<file path="src/rtl/enc_pkg.sv">
// Shared definitions for the encoder event path: code type, drop counter width
// and the saturating increment used by the optional drop counter.
package enc_pkg;

    localparam int ENC_CODE_W = 2;
    typedef logic [ENC_CODE_W-1:0] code_t;

    localparam int DROP_CNT_W = 8;
    localparam logic [DROP_CNT_W-1:0] DROP_CNT_MAX = '1;

    function automatic logic [DROP_CNT_W-1:0] sat_inc(input logic [DROP_CNT_W-1:0] value);
        logic [DROP_CNT_W-1:0] result;
        result = value;
        if (value != DROP_CNT_MAX) begin
            result = value + DROP_CNT_W'(1);
        end
        return result;
    endfunction

endpackage

</file>
<file path="src/rtl/enc_change_detect.sv">
// Change detector for the encoder output: pulses evt when a valid code appears
// or the valid code differs from the one seen on the previous cycle.
module enc_change_detect
    import enc_pkg::*;
#(
    parameter int CODE_W = ENC_CODE_W
) (
    input  logic              clk,
    input  logic              rst_n,
    input  logic              in_valid,
    input  logic [CODE_W-1:0] in_code,
    output logic              evt
);

    logic              prev_valid_q;
    logic              prev_valid_d;
    logic [CODE_W-1:0] prev_code_q;
    logic [CODE_W-1:0] prev_code_d;

    // History follows the input every cycle, even when the FIFO drops the event.
    always_comb begin
        prev_valid_d = in_valid;
        prev_code_d  = in_code;
        evt          = in_valid && (!prev_valid_q || (in_code != prev_code_q));
    end

    always_ff @(posedge clk or negedge rst_n) begin
        if (!rst_n) begin
            prev_valid_q <= 1'b0;
            prev_code_q  <= '0;
        end else begin
            prev_valid_q <= prev_valid_d;
            prev_code_q  <= prev_code_d;
        end
    end

endmodule

</file>
<file path="src/rtl/enc_event_fifo.sv">
// Event capture queue: detected encoder events are buffered in a FWFT FIFO.
// Defining ENC_FIFO_DROP_CNT_EN adds a saturating drop_cnt output.
module enc_event_fifo
    import enc_pkg::*;
#(
    parameter int DEPTH  = 8,
    parameter int CODE_W = ENC_CODE_W
) (
    input  logic                   clk,
    input  logic                   rst_n,
    input  logic                   in_valid,
    input  logic [CODE_W-1:0]      in_code,
    output logic                   out_valid,
    input  logic                   out_ready,
    output logic [CODE_W-1:0]      out_code,
    output logic [$clog2(DEPTH):0] count,
    output logic                   full,
    output logic                   empty,
    output logic                   overflow,
`ifdef ENC_FIFO_DROP_CNT_EN
    output logic [DROP_CNT_W-1:0]  drop_cnt,
`endif
    input  logic                   ovf_clr
);

    localparam int PTR_W = $clog2(DEPTH);
    localparam int CNT_W = PTR_W + 1;

    logic              evt;
    logic              push;
    logic              pop;
    logic              drop;

    logic [CODE_W-1:0] mem [DEPTH];

    logic [PTR_W-1:0]  wr_ptr_q;
    logic [PTR_W-1:0]  wr_ptr_d;
    logic [PTR_W-1:0]  rd_ptr_q;
    logic [PTR_W-1:0]  rd_ptr_d;
    logic [CNT_W-1:0]  count_q;
    logic [CNT_W-1:0]  count_d;
    logic              overflow_q;
    logic              overflow_d;

    enc_change_detect #(
        .CODE_W (CODE_W)
    ) u_change_detect (
        .clk      (clk),
        .rst_n    (rst_n),
        .in_valid (in_valid),
        .in_code  (in_code),
        .evt      (evt)
    );

    assign empty     = (count_q == '0);
    assign full      = (count_q == CNT_W'(DEPTH));
    assign out_valid = !empty;
    assign count     = count_q;
    assign overflow  = overflow_q;
    // Gate the unreset memory so out_code reads 0 whenever nothing is stored.
    assign out_code  = out_valid ? mem[rd_ptr_q] : '0;

    always_comb begin
        pop  = out_valid && out_ready;
        push = evt && (!full || pop);
        drop = evt && full && !pop;

        wr_ptr_d = wr_ptr_q;
        rd_ptr_d = rd_ptr_q;
        if (push) begin
            wr_ptr_d = wr_ptr_q + PTR_W'(1);
        end
        if (pop) begin
            rd_ptr_d = rd_ptr_q + PTR_W'(1);
        end

        count_d = count_q;
        case ({push, pop})
            2'b10:   count_d = count_q + CNT_W'(1);
            2'b01:   count_d = count_q - CNT_W'(1);
            default: count_d = count_q;
        endcase

        overflow_d = ovf_clr ? 1'b0 : (overflow_q || drop);
    end

    always_ff @(posedge clk or negedge rst_n) begin
        if (!rst_n) begin
            wr_ptr_q   <= '0;
            rd_ptr_q   <= '0;
            count_q    <= '0;
            overflow_q <= 1'b0;
        end else begin
            wr_ptr_q   <= wr_ptr_d;
            rd_ptr_q   <= rd_ptr_d;
            count_q    <= count_d;
            overflow_q <= overflow_d;
        end
    end

    always_ff @(posedge clk) begin
        if (push) begin
            mem[wr_ptr_q] <= in_code;
        end
    end

`ifdef ENC_FIFO_DROP_CNT_EN
    logic [DROP_CNT_W-1:0] drop_cnt_q;
    logic [DROP_CNT_W-1:0] drop_cnt_d;

    always_comb begin
        drop_cnt_d = drop_cnt_q;
        if (ovf_clr) begin
            drop_cnt_d = '0;
        end else if (drop) begin
            drop_cnt_d = sat_inc(drop_cnt_q);
        end
    end

    always_ff @(posedge clk or negedge rst_n) begin
        if (!rst_n) begin
            drop_cnt_q <= '0;
        end else begin
            drop_cnt_q <= drop_cnt_d;
        end
    end

    assign drop_cnt = drop_cnt_q;
`endif

endmodule

</file>
<file path="config.mk">
export PLATFORM = sky130hd
export DESIGN_NAME = enc_event_fifo
export DESIGN_NICKNAME = d
export VERILOG_FILES = /design/src/rtl/enc_pkg.sv /design/src/rtl/enc_change_detect.sv /design/src/rtl/enc_event_fifo.sv
export SDC_FILE = /design/constraint.sdc
export NUM_CORES = 1
export LEC_CHECK = 0
export ABC_AREA = 1
export BUFFER_PORTS_ARGS = -buffer_cell sky130_fd_sc_hd__buf_4
export CORE_MARGIN = 4
export CORE_UTILIZATION = 55
export CTS_BUF_LIST = sky130_fd_sc_hd__clkbuf_4 sky130_fd_sc_hd__clkbuf_8 sky130_fd_sc_hd__clkbuf_16
export DETAILED_ROUTE_END_ITERATION = 6
export PLACE_DENSITY = 0.81
export SYNTH_ARGS = -nofsm -noshare
export SYNTH_HDL_FRONTEND = slang
export SYNTH_HIERARCHICAL = 1
export SYNTH_SLANG_ARGS = --single-unit
</file>
<file path="constraint.sdc">
create_clock -name clk -period 2.5 [get_ports clk]
set_clock_uncertainty 0.1 [all_clocks]
set_input_delay 0 -clock clk [delete_from_list [all_inputs] [get_ports clk]]
set_output_delay 0 -clock clk [all_outputs]
set_load 0.01 [all_outputs]
</file>
* Yosys cells after proc, flatten, opt, wreduce, memory -nomap -nowiden
Memories as Yosys holds them, arrays and structs flattened.
Index checks and enable logic that the tools add are counted.
W data, S select, Z words.
** Operators by class
- $add $sub $neg :: 4
- Equal/unequal tests :: 4
- Multiplexer cells :: 5
- Reduce and logical (&&, ||, !) cells :: 14
** Operators by type and width (count)
- $pmux W4 S2 :: 1
- $add A3 B1 Y3 const B :: 2
- $logic_and A1 B1 Y1 :: 5
- $add A4 B1 Y4 const B :: 1
- $eq A4 B4 Y1 const B :: 1
- $logic_not A1 Y1 :: 4
- $logic_not A4 Y1 :: 1
- $sub A4 B1 Y4 const B :: 1
- $logic_or A1 B1 Y1 :: 3
- $mux W1 :: 3
- $eq A2 B1 Y1 const B :: 1
- $eq A2 B2 Y1 const B :: 1
- $mux W2 :: 1
- $ne A2 B2 Y1 :: 1
- $reduce_bool A2 Y1 :: 1
** Word-level totals
- Bits in registers :: 14
- Memory bits (writable) :: 16
- Input bits :: 7
- Word-level logic and storage cells :: 34
- Memories kept :: 1
** Memory list
- mem :: words 8, bits a word 2, read ports 1, clocked after memory_dff 0, write ports 1, RTL line enc_event_fifo.sv:34 : logic [CODE_W-1:0] mem [DEPTH];

* Depth between registers and ports, before layout
Gate-level depths: netlist of run 1.
- Depth after elaboration :: 7
- Depth in mapped cells :: 15

* Hierarchy
The synthesis of run 1 kept the hierarchy.
** By module, submodules not included
- enc_event_fifo :: instances 1, cells an instance 135, area each 1321.3 µm², sequential area each 755.7 µm²
- enc_change_detect :: instances 1, cells an instance 14, area each 122.6 µm², sequential area each 75.1 µm²

* Worst setup path after synthesis of run 1
No wires, ideal clock.
- Kind :: register to register
- Start :: register count_q[1], in the netlist count[1]
- End :: register count_q[2], in the netlist count[2]
- Arrival time :: 1.743 ns
- Slack :: 0.529 ns
- Cell stages (with the launch flop) :: 12
- Buffers on the path :: 0
- Clock period less this slack :: 1.971 ns
- Cells stage by stage :: dfrtp_1 > nor2_4 > nand3_2 > nand2_2 > inv_2 > ha_1 > nand2_1 > nand2_1 > ha_1 > a21oi_1 > xor2_1 > o21ai_0
** Between the ends
- Word-level cells in the longest chain between the ends :: 7
** Ends and longest elaborated chain
- start, declared :: RTL line enc_event_fifo.sv:40 : logic [CNT_W-1:0] count_q;
- start signal, assigned :: RTL line enc_event_fifo.sv:96 : count_q <= count_d;
- $logic_not A4 Y1 (*) :: RTL line enc_event_fifo.sv:55 : assign empty = (count_q == '0);
- $logic_not A1 Y1 (*) :: RTL line enc_event_fifo.sv:57 : assign out_valid = !empty;
- named net out_valid :: RTL line enc_event_fifo.sv:13 : output logic out_valid,
- $logic_and A1 B1 Y1 (*) :: RTL line enc_event_fifo.sv:64 : pop = out_valid && out_ready;
- named net pop :: RTL line enc_event_fifo.sv:31 : logic pop;
- $logic_or A1 B1 Y1 :: RTL line enc_event_fifo.sv:65 : push = evt && (!full || pop);
- $logic_and A1 B1 Y1 :: RTL line enc_event_fifo.sv:65
- $eq A2 B1 Y1 or $eq A2 B2 Y1 (tied branches) :: RTL line enc_event_fifo.sv:78 : case ({push, pop})
- $pmux W4 S2 or $reduce_bool A2 Y1 (tied branches)
Mark *: on every way through the listed nets, which the timed path passes. The rest lies on a longest branch.
A chain may end at the register's enable or synchronous reset.

* Final worst setup path of run 1
- Start :: input in_code[0]
- End :: register count_q[2], in the netlist count[2]
** Between the ends
- Word-level cells in the longest chain between the ends :: 6
** Ends and longest elaborated chain
- start, declared :: RTL line enc_event_fifo.sv:12 : input logic [CODE_W-1:0] in_code,
- $ne A2 B2 Y1 (*) :: RTL line enc_change_detect.sv:24 : evt = in_valid && (!prev_valid_q || (in_code != prev_code_q));
- $logic_or A1 B1 Y1 (*) :: RTL line enc_change_detect.sv:24
- $logic_and A1 B1 Y1 (*) :: RTL line enc_change_detect.sv:24
- named net evt :: RTL line enc_event_fifo.sv:29 : logic evt;
- $logic_and A1 B1 Y1 (*) :: RTL line enc_event_fifo.sv:65
- $eq A2 B1 Y1 or $eq A2 B2 Y1 (tied branches) :: RTL line enc_event_fifo.sv:78
- $pmux W4 S2 or $reduce_bool A2 Y1 (tied branches)
Marks and branches as above.

==> results.json, run 1 <==
{
  "period_minus_slack_ps": 2108,
  "endpoint_kind": "register",
  "path_cells": "dlygate4sd3_1 > buf_4 > inv_2 > nand2_1 > nand3_1 > nor2_1 > nor2_1 > nand2_4 > ha_1 > nand2_1 > nand2_1 > ha_1 > a21oi_1 > xor2_1 > o21ai_0",
  "grt_pass1_vias": 1064,
  "cp_slowest_cell": "dlygate4sd3_1",
  "r2r-start": "u_change_detect/prev_code_q[1]$_DFF_PN0_",
  "ys_seq_area_share_pct": 57.54,
  "power_leakage_nw": 0.7990,
  "post_drt_wl_per_cell_um": 12.97,
  "rows": 18,
  "cts.clk_slew.worst_paths_ps": 90,
  "slew_headroom_pct": 55.42,
  "n_antenna_cell": 0,
  "dr.pass1.iters": 4,
  "post-synth-top-area-cell": "edfxtp_1",
  "crit_path_frequent_cell": "nand2_1",
  "area_growth_pct": 19.84,
  "cts_max_path_buffers": 2,
  "tns_ps": 0,
  "timing.final.crit_share_pct": 84.31,
  "drc": 0,
  "dpl.hpwl_um": 1970,
  "cp_num_buf_inv": 3,
  "fillers": 200,
  "ir_drop_uv": 707.7,
  "grt_max_degree": 15,
  "pwr-share-comb_pct": 42.1,
  "crit_family": "buffers and inverters",
  "crit_type": "in -> reg",
  "cp_num_cells": 15,
  "cts_buffers": 5,
  "yosys_warnings": 6,
  "outcome": "completed",
  "worstHoldStart": "in_valid",
  "final_cells": 210,
  "cts_resized": 0,
  "path_max_fanout": 10,
  "dieHeight_um": 59.24,
  "synth-seq-cells": 30,
  "clock-sinks": 30,
  "maxCapViolCount": 0,
  "die-area_mm2": 0.003509,
  "gp_congestion": 0.8658,
  "final_max_slew_viol_count": 0,
  "r2r_setup_slack_ps": 410,
  "route.vias.total": 1054,
  "synth_cell_types": 24,
  "h-tree-depth": 2,
  "io_buffers": 16,
  "worstReg2RegEnd": "count[2]$_DFFE_PN0P_",
  "syn_nets": 161,
  "cp-start-kind": "input port",
  "synth_cells": 149,
  "yosysTopAreaCellShare_pct": 33.28,
  "yosys-top-cells-count": "nand2_1 (26), nor2_1 (23), inv_1 (17)",
  "multi_input_area_um2": 525.5,
  "synth.most_common_cell": "nand2_1",
  "final_nets": 191,
  "grt.overflow.total": 0,
  "ant_nets": 0,
  "required_ps": 2620,
  "async_flop_share_pct": 46.67,
  "p_sw_w": 0.0007421,
  "min_path_type": "in -> reg",
  "post-place-cells": 194,
  "p_per_area_mw_per_mm2": 1061,
  "die_x_um": 59.24,
  "fmax_mhz": 474.5,
  "worstPathArrival_ps": 2230,
  "internal-power_w": 0.001094,
  "final-setup-viol-count": 0,
  "rsz0062_at_grt": "false",
  "cts_tree": "built",
  "seqCellArea_um2": 830.8,
  "antenna_found_initial": 0,
  "total_power_w": 0.001836,
  "critPathMaxStageDelay_ps": 540,
  "syn_avg_cell_area_um2": 9.691,
  "power_frac_clock_pct": 15.1,
  "io-pin-count": 17,
  "place_ws_ps": 404.2,
  "hold_viol": 0,
  "synth_flop_cell": "edfxtp_1",
  "grt_pass1_wl_um": 4712,
  "p_seq_share_pct": 42.8,
  "cts_setup_buffers": 0,
  "hold_depth": 2,
  "tightest_slew_ps": 666.5,
  "min_to": "u_change_detect/prev_valid_q$_DFF_PN0_",
  "initial_core_util_pct": 57.76,
  "p_sw_share_pct": 40.42,
  "core_mm2": 0.002500,
  "utilization_pct": 69.22,
  "synth_edf_count": 16,
  "routed_wirelength_um": 2724,
  "drt_iter0_drc": 74,
  "drive_above_1_share_pct": 21.67,
  "root_buffer": "clkbuf_4",
  "via_per_inst": 5.019,
  "yosys-top-cells-area": "edfxtp_1 (33%), dfrtp_1 (24%), nand2_1 (6.8%)",
  "reg2regPathDepth": 13,
  "synth_area_mm2": 0.001444,
  "grt_use_total_pct": 18.40,
  "hold_buffers": 8,
  "clk_latency_ps": 330,
  "fin_ws_ps": 392.3
}
-- sequential cells by signal (all words and copies together) (netlist names) --
register and count:
u_change_detect/prev_valid_q 1, count 4, overflow 1, wr_ptr_q 3, rd_ptr_q 3, u_change_detect/prev_code_q 2
mem 16
-- power groups by stage --
stage	sequential [W]	clock [W]	combinational [W]
global placement	0.000787	0	0.000737
global route	0.000806	0.000308	0.000895
floorplan	0.000764	0	0.000528
detailed placement	0.000796	0	0.000765
finish	0.000787	0.000277	0.000773
CTS	0.000785	0.000283	0.000778
-- metrics by stage --
stage,hold WS [ps],area (µm²)
after floorplan,-395.6,1444
after global placement,-243.5,1597
after detailed placement,-239.4,1597
after CTS,232.6,1730
after global routing,240.8,1730
final,241.2,1730
-- placed cells by master, fill, tap and decap left out, types with 2 or more instances in the layout --
| master | synthesis | final |
|---|---|---|
| o21ai_0 | 12 | 12 |
| nand3_1 | 6 | 6 |
| dfrtp_1 | 14 | 14 |
| nor2_2 | 4 | 4 |
| o22ai_1 | 2 | 2 |
| xor2_1 | 3 | 3 |
| dlygate4sd3_1 | 0 | 8 |
| xnor2_1 | 3 | 3 |
| ha_1 | 5 | 5 |
| inv_1 | 17 | 17 |
| inv_2 | 5 | 5 |
| edfxtp_1 | 16 | 16 |
| buf_4 | 0 | 16 |
| nor2_1 | 23 | 23 |
| o211ai_1 | 2 | 2 |
| nand2_1 | 26 | 26 |
| a21oi_1 | 2 | 2 |
| clkbuf_4 | 0 | 6 |
-- worst register-to-register path, delay by kind of cell, from the launching register on --
family / cells / cell delay, ps
buffers and inverters: 1 / 50
AO/OA/AOI/OAI: 2 / 230
XOR/XNOR: 1 / 150
flip-flops: 1 / 380
adder cells (fa/ha/maj): 2 / 420
AND/OR/NAND/NOR: 7 / 650
-- logic make-up (layout without fill, tap and decap cells) --
kind of cell,Yosys count,after routing,share of synthesized area (%)
DFF,30,30,57.54
buffers and inverters,23,54,6.066
AOI/OAI and AO/OA,20,20,7.712
xor gates and xnor gates,6,6,3.640
and+or+nand+nor,65,65,20.71
adders and majority gates,5,5,4.333
-- cell type report --
class | instances | area share, %
Tap cell | 30 | 2.169
Clock buffer | 6 | 2.603
Clock inverter | 2 | 0.5061
Multi-Input combinational cell | 96 | 30.37
Inverter | 22 | 4.772
Sequential cell | 30 | 48.01
Timing Repair Buffer | 24 | 11.57
-- metal layers --
metal	global-route usage (%)	up-vias	wire length [µm]	share of wire, %
met5	0	-	0	0
met4	7.120	0	48	1.8
met3	7.190	7	142	5.2
met2	29.80	18	1340	49
met1	21.94	487	1193	44
li1	-	542	-	-
-- worst max path at each step --
stage                                end                                startpoint  slack (ps)
floorplan           count[2]$_DFFE_PN0P_                      count[1]$_DFFE_PN0P_         530
global placement    count[2]$_DFFE_PN0P_                      count[1]$_DFFE_PN0P_         530
detailed placement  count[2]$_DFFE_PN0P_  u_change_detect/prev_code_q[1]$_DFF_PN0_         400
CTS                 count[2]$_DFFE_PN0P_                                in_code[0]         390
global route        count[2]$_DFFE_PN0P_                                in_code[0]         230
finish              count[2]$_DFFE_PN0P_                                in_code[0]         390
No activity file was read; power rests on OpenSTA's default activity.
==> run 2, diff against run 1 <==
Settings changed: CORE_UTILIZATION 55 to 51, PLACE_DENSITY 0.81 to 0.79.
Clock period 2.5 ns to 1.7 ns, I/O delays scaled along.
==> run 2 against run 1 <==
Net effect: the flow now finishes with violations (negative hold slack, negative setup slack); final cell count up 9.5%; critical path depth down 2; power up 83%; cell area up 20%; register-to-register slack worse by 570 ps; sequential share of layout area down 7.8 points; utilization up 6.6 points; combinational power up 110%; flip-flop and latch count unchanged; worst setup slack worse by 560 ps; critical endpoint unchanged; largest power group is now combinational logic; highest routed layer unchanged.
==> results.json, run 2 (synthesized netlist as in run 1, its figures left out) <==
{
  "outcome": "complete, but fails checks",
  "violations": "negative hold slack, negative setup slack",
  "min_path_type": "in -> reg",
  "wl_met2_um": 1816,
  "fin_area_mm2": 0.002072,
  "final_cell_mix": "buf_4 (30), nand2_1 (21), nor2_1 (16), edfxtp_1 (16), inv_1 (15)",
  "routed_wirelength_um": 3451,
  "reg2regPathDepth": 13,
  "timing.final.crit_share_pct": 109.7,
  "wl_met3_um": 191,
  "final_max_slew_viol_count": 0,
  "core_mm2": 0.002734,
  "crit_type": "reg -> reg",
  "fillers": 167,
  "die-area_mm2": 0.003747,
  "cp_slowest_cell": "dfrtp_1",
  "cts_max_path_buffers": 2,
  "clk_latency_ps": 330,
  "power_leakage_nw": 0.9116,
  "via_per_inst": 5.165,
  "grt_max_degree": 15,
  "highest_layer": "met4",
  "critPathMaxStageDelay_ps": 390,
  "period_minus_slack_ps": 1865,
  "hold_depth": 4,
  "grt_pass1_wl_um": 5395,
  "r2r-start": "u_change_detect/prev_code_q[1]$_DFF_PN0_",
  "clock-sinks": 30,
  "dpl.hpwl_um": 2111,
  "worstPathArrival_ps": 1970,
  "drt_iter0_drc": 56,
  "die_x_um": 61.21,
  "root_buffer": "clkbuf_4",
  "grt.overflow.total": 0,
  "tightest_slew_ps": 689.0,
  "fmax_mhz": 536.3,
  "cts_buffers": 5,
  "gp_congestion": 0.8210,
  "final_common_cell": "buf_4",
  "worstHoldStart": "out_ready",
  "post_drt_wl_per_cell_um": 15.00,
  "place_ws_ps": -265.1,
  "drc": 0,
  "tns_ps": -1262,
  "met1Wirelength_um": 1389,
  "io_buffers": 16,
  "dieHeight_um": 61.21,
  "min_to": "rd_ptr_q[0]$_DFFE_PN0P_",
  "ir_drop_uv": 1556,
  "initial_core_util_pct": 52.81,
  "antenna_found_initial": 0,
  "grt_use_total_pct": 20.24,
  "n_antenna_cell": 0,
  "maxCapViolCount": 0,
  "rsz0062_at_grt": "true",
  "worstReg2RegEnd": "count[2]$_DFFE_PN0P_",
  "area_growth_pct": 43.50,
  "place_area_mm2": 0.001719,
  "grt_pass1_vias": 1203,
  "rows": 19,
  "cts.clk_slew.worst_paths_ps": 90,
  "r2r_setup_slack_ps": -160,
  "p_per_area_mw_per_mm2": 1621,
  "cp-start-kind": "register",
  "whs_ps": -31.37,
  "route.vias.total": 1188,
  "hold_viol": 1,
  "fin_ws_ps": -164.5,
  "cts_tree": "built",
  "path_max_fanout": 4,
  "required_ps": 1810,
  "utilization_pct": 75.79,
  "io-pin-count": 17,
  "endpoint_kind": "register",
  "hold_buffers": 7,
  "path_cells": "inv_1 > nand2_1 > nand3_1 > nor2_2 > nor2_2 > nand2_4 > ha_4 > nand2_2 > nand2_4 > ha_4 > a21oi_2 > xor2_1 > o21ai_1",
  "h-tree-depth": 2,
  "slew_headroom_pct": 53.92,
  "dr.pass1.iters": 4,
  "ant_nets": 0,
  "final-setup-viol-count": 13,
  "drive_above_1_share_pct": 40.70,
  "final_nets": 210,
  "largest_reg_flops": 16,
  "max_flop_register": "mem"
}
## run 2: cell types whose count changed in the layout (fill, tap and decap cells not counted), sizes merged
cell,change
bufinv,+1
clkinv,-1
dlygate4sd3,-1
buf,+20
## run 2: worst max-delay path by stage
| stage | depth (start not counted) | startpoint | slack [ps] | end |
|---|---|---|---|---|
| 2_1_floorplan | 11 | count[0]$_DFFE_PN0P_ | -150 | count[2]$_DFFE_PN0P_ |
| 3_3_place_gp | 13 | u_change_detect/prev_code_q[1]$_DFF_PN0_ | -120 | count[2]$_DFFE_PN0P_ |
| 3_5_place_dp | 13 | u_change_detect/prev_code_q[1]$_DFF_PN0_ | -270 | count[2]$_DFFE_PN0P_ |
| 4_1_cts | 13 | u_change_detect/prev_code_q[1]$_DFF_PN0_ | -170 | count[2]$_DFFE_PN0P_ |
| 5_1_grt | 13 | u_change_detect/prev_code_q[1]$_DFF_PN0_ | -280 | count[2]$_DFFE_PN0P_ |
| 6_report | 13 | u_change_detect/prev_code_q[1]$_DFF_PN0_ | -160 | count[2]$_DFFE_PN0P_ |
## run 2: worst max-delay path, delay by kind of cell (launching register included)
family          cells  cell delay (ps)
compound gates      2              180
buf+inv             1               50
flops               1              390
fa+ha+maj           2              330
xor+xnor            1              150
simple gates        7              560
## run 2: routing by layer
| layer | track usage [%] | up-vias |
|---|---|---|
| met5 | 0 | - |
| met4 | 5.263 | 0 |
| met3 | 6.289 | 8 |
| met2 | 35.05 | 32 |
| met1 | 24.46 | 567 |
| li1 | - | 581 |
## run 2: what timing repair did
item / 4_1_cts / 5_1_grt
resized for setup: 22 / 15
hold endpoints to repair: 35 / 1
endpoints found under the setup margin: 19 / 23
pin swaps: 14 / 10
setup buffers: 6 / 3
## run 2: through the flow
stage	power, W	cells
floorplan	0.001954	149
global placement	0.002400	207
detailed placement	0.002472	207
CTS	0.003241	228
global route	0.003597	230
finish	0.003359	230
## run 2: final cells by class
type	count	area [µm²]	area share [%]
Timing Repair Buffer	43	362.8	17.51
Clock buffer	6	45.04	2.174
Clock inverter	2	33.78	1.630
Tap cell	31	38.79	1.872
Multi-Input combinational cell	96	673.1	32.49
Inverter	22	85.08	4.106
Sequential cell	30	833.3	40.22
## run 2: power by group
part | switching, W | total (W) | internal, W
Combinational | 0.000904 | 0.00165 | 0.000743
Clock | 0.000245 | 0.000567 | 0.000322
Sequential | 0.000202 | 0.00114 | 0.000943
Total | 0.00135 | 0.00336 | 0.00201
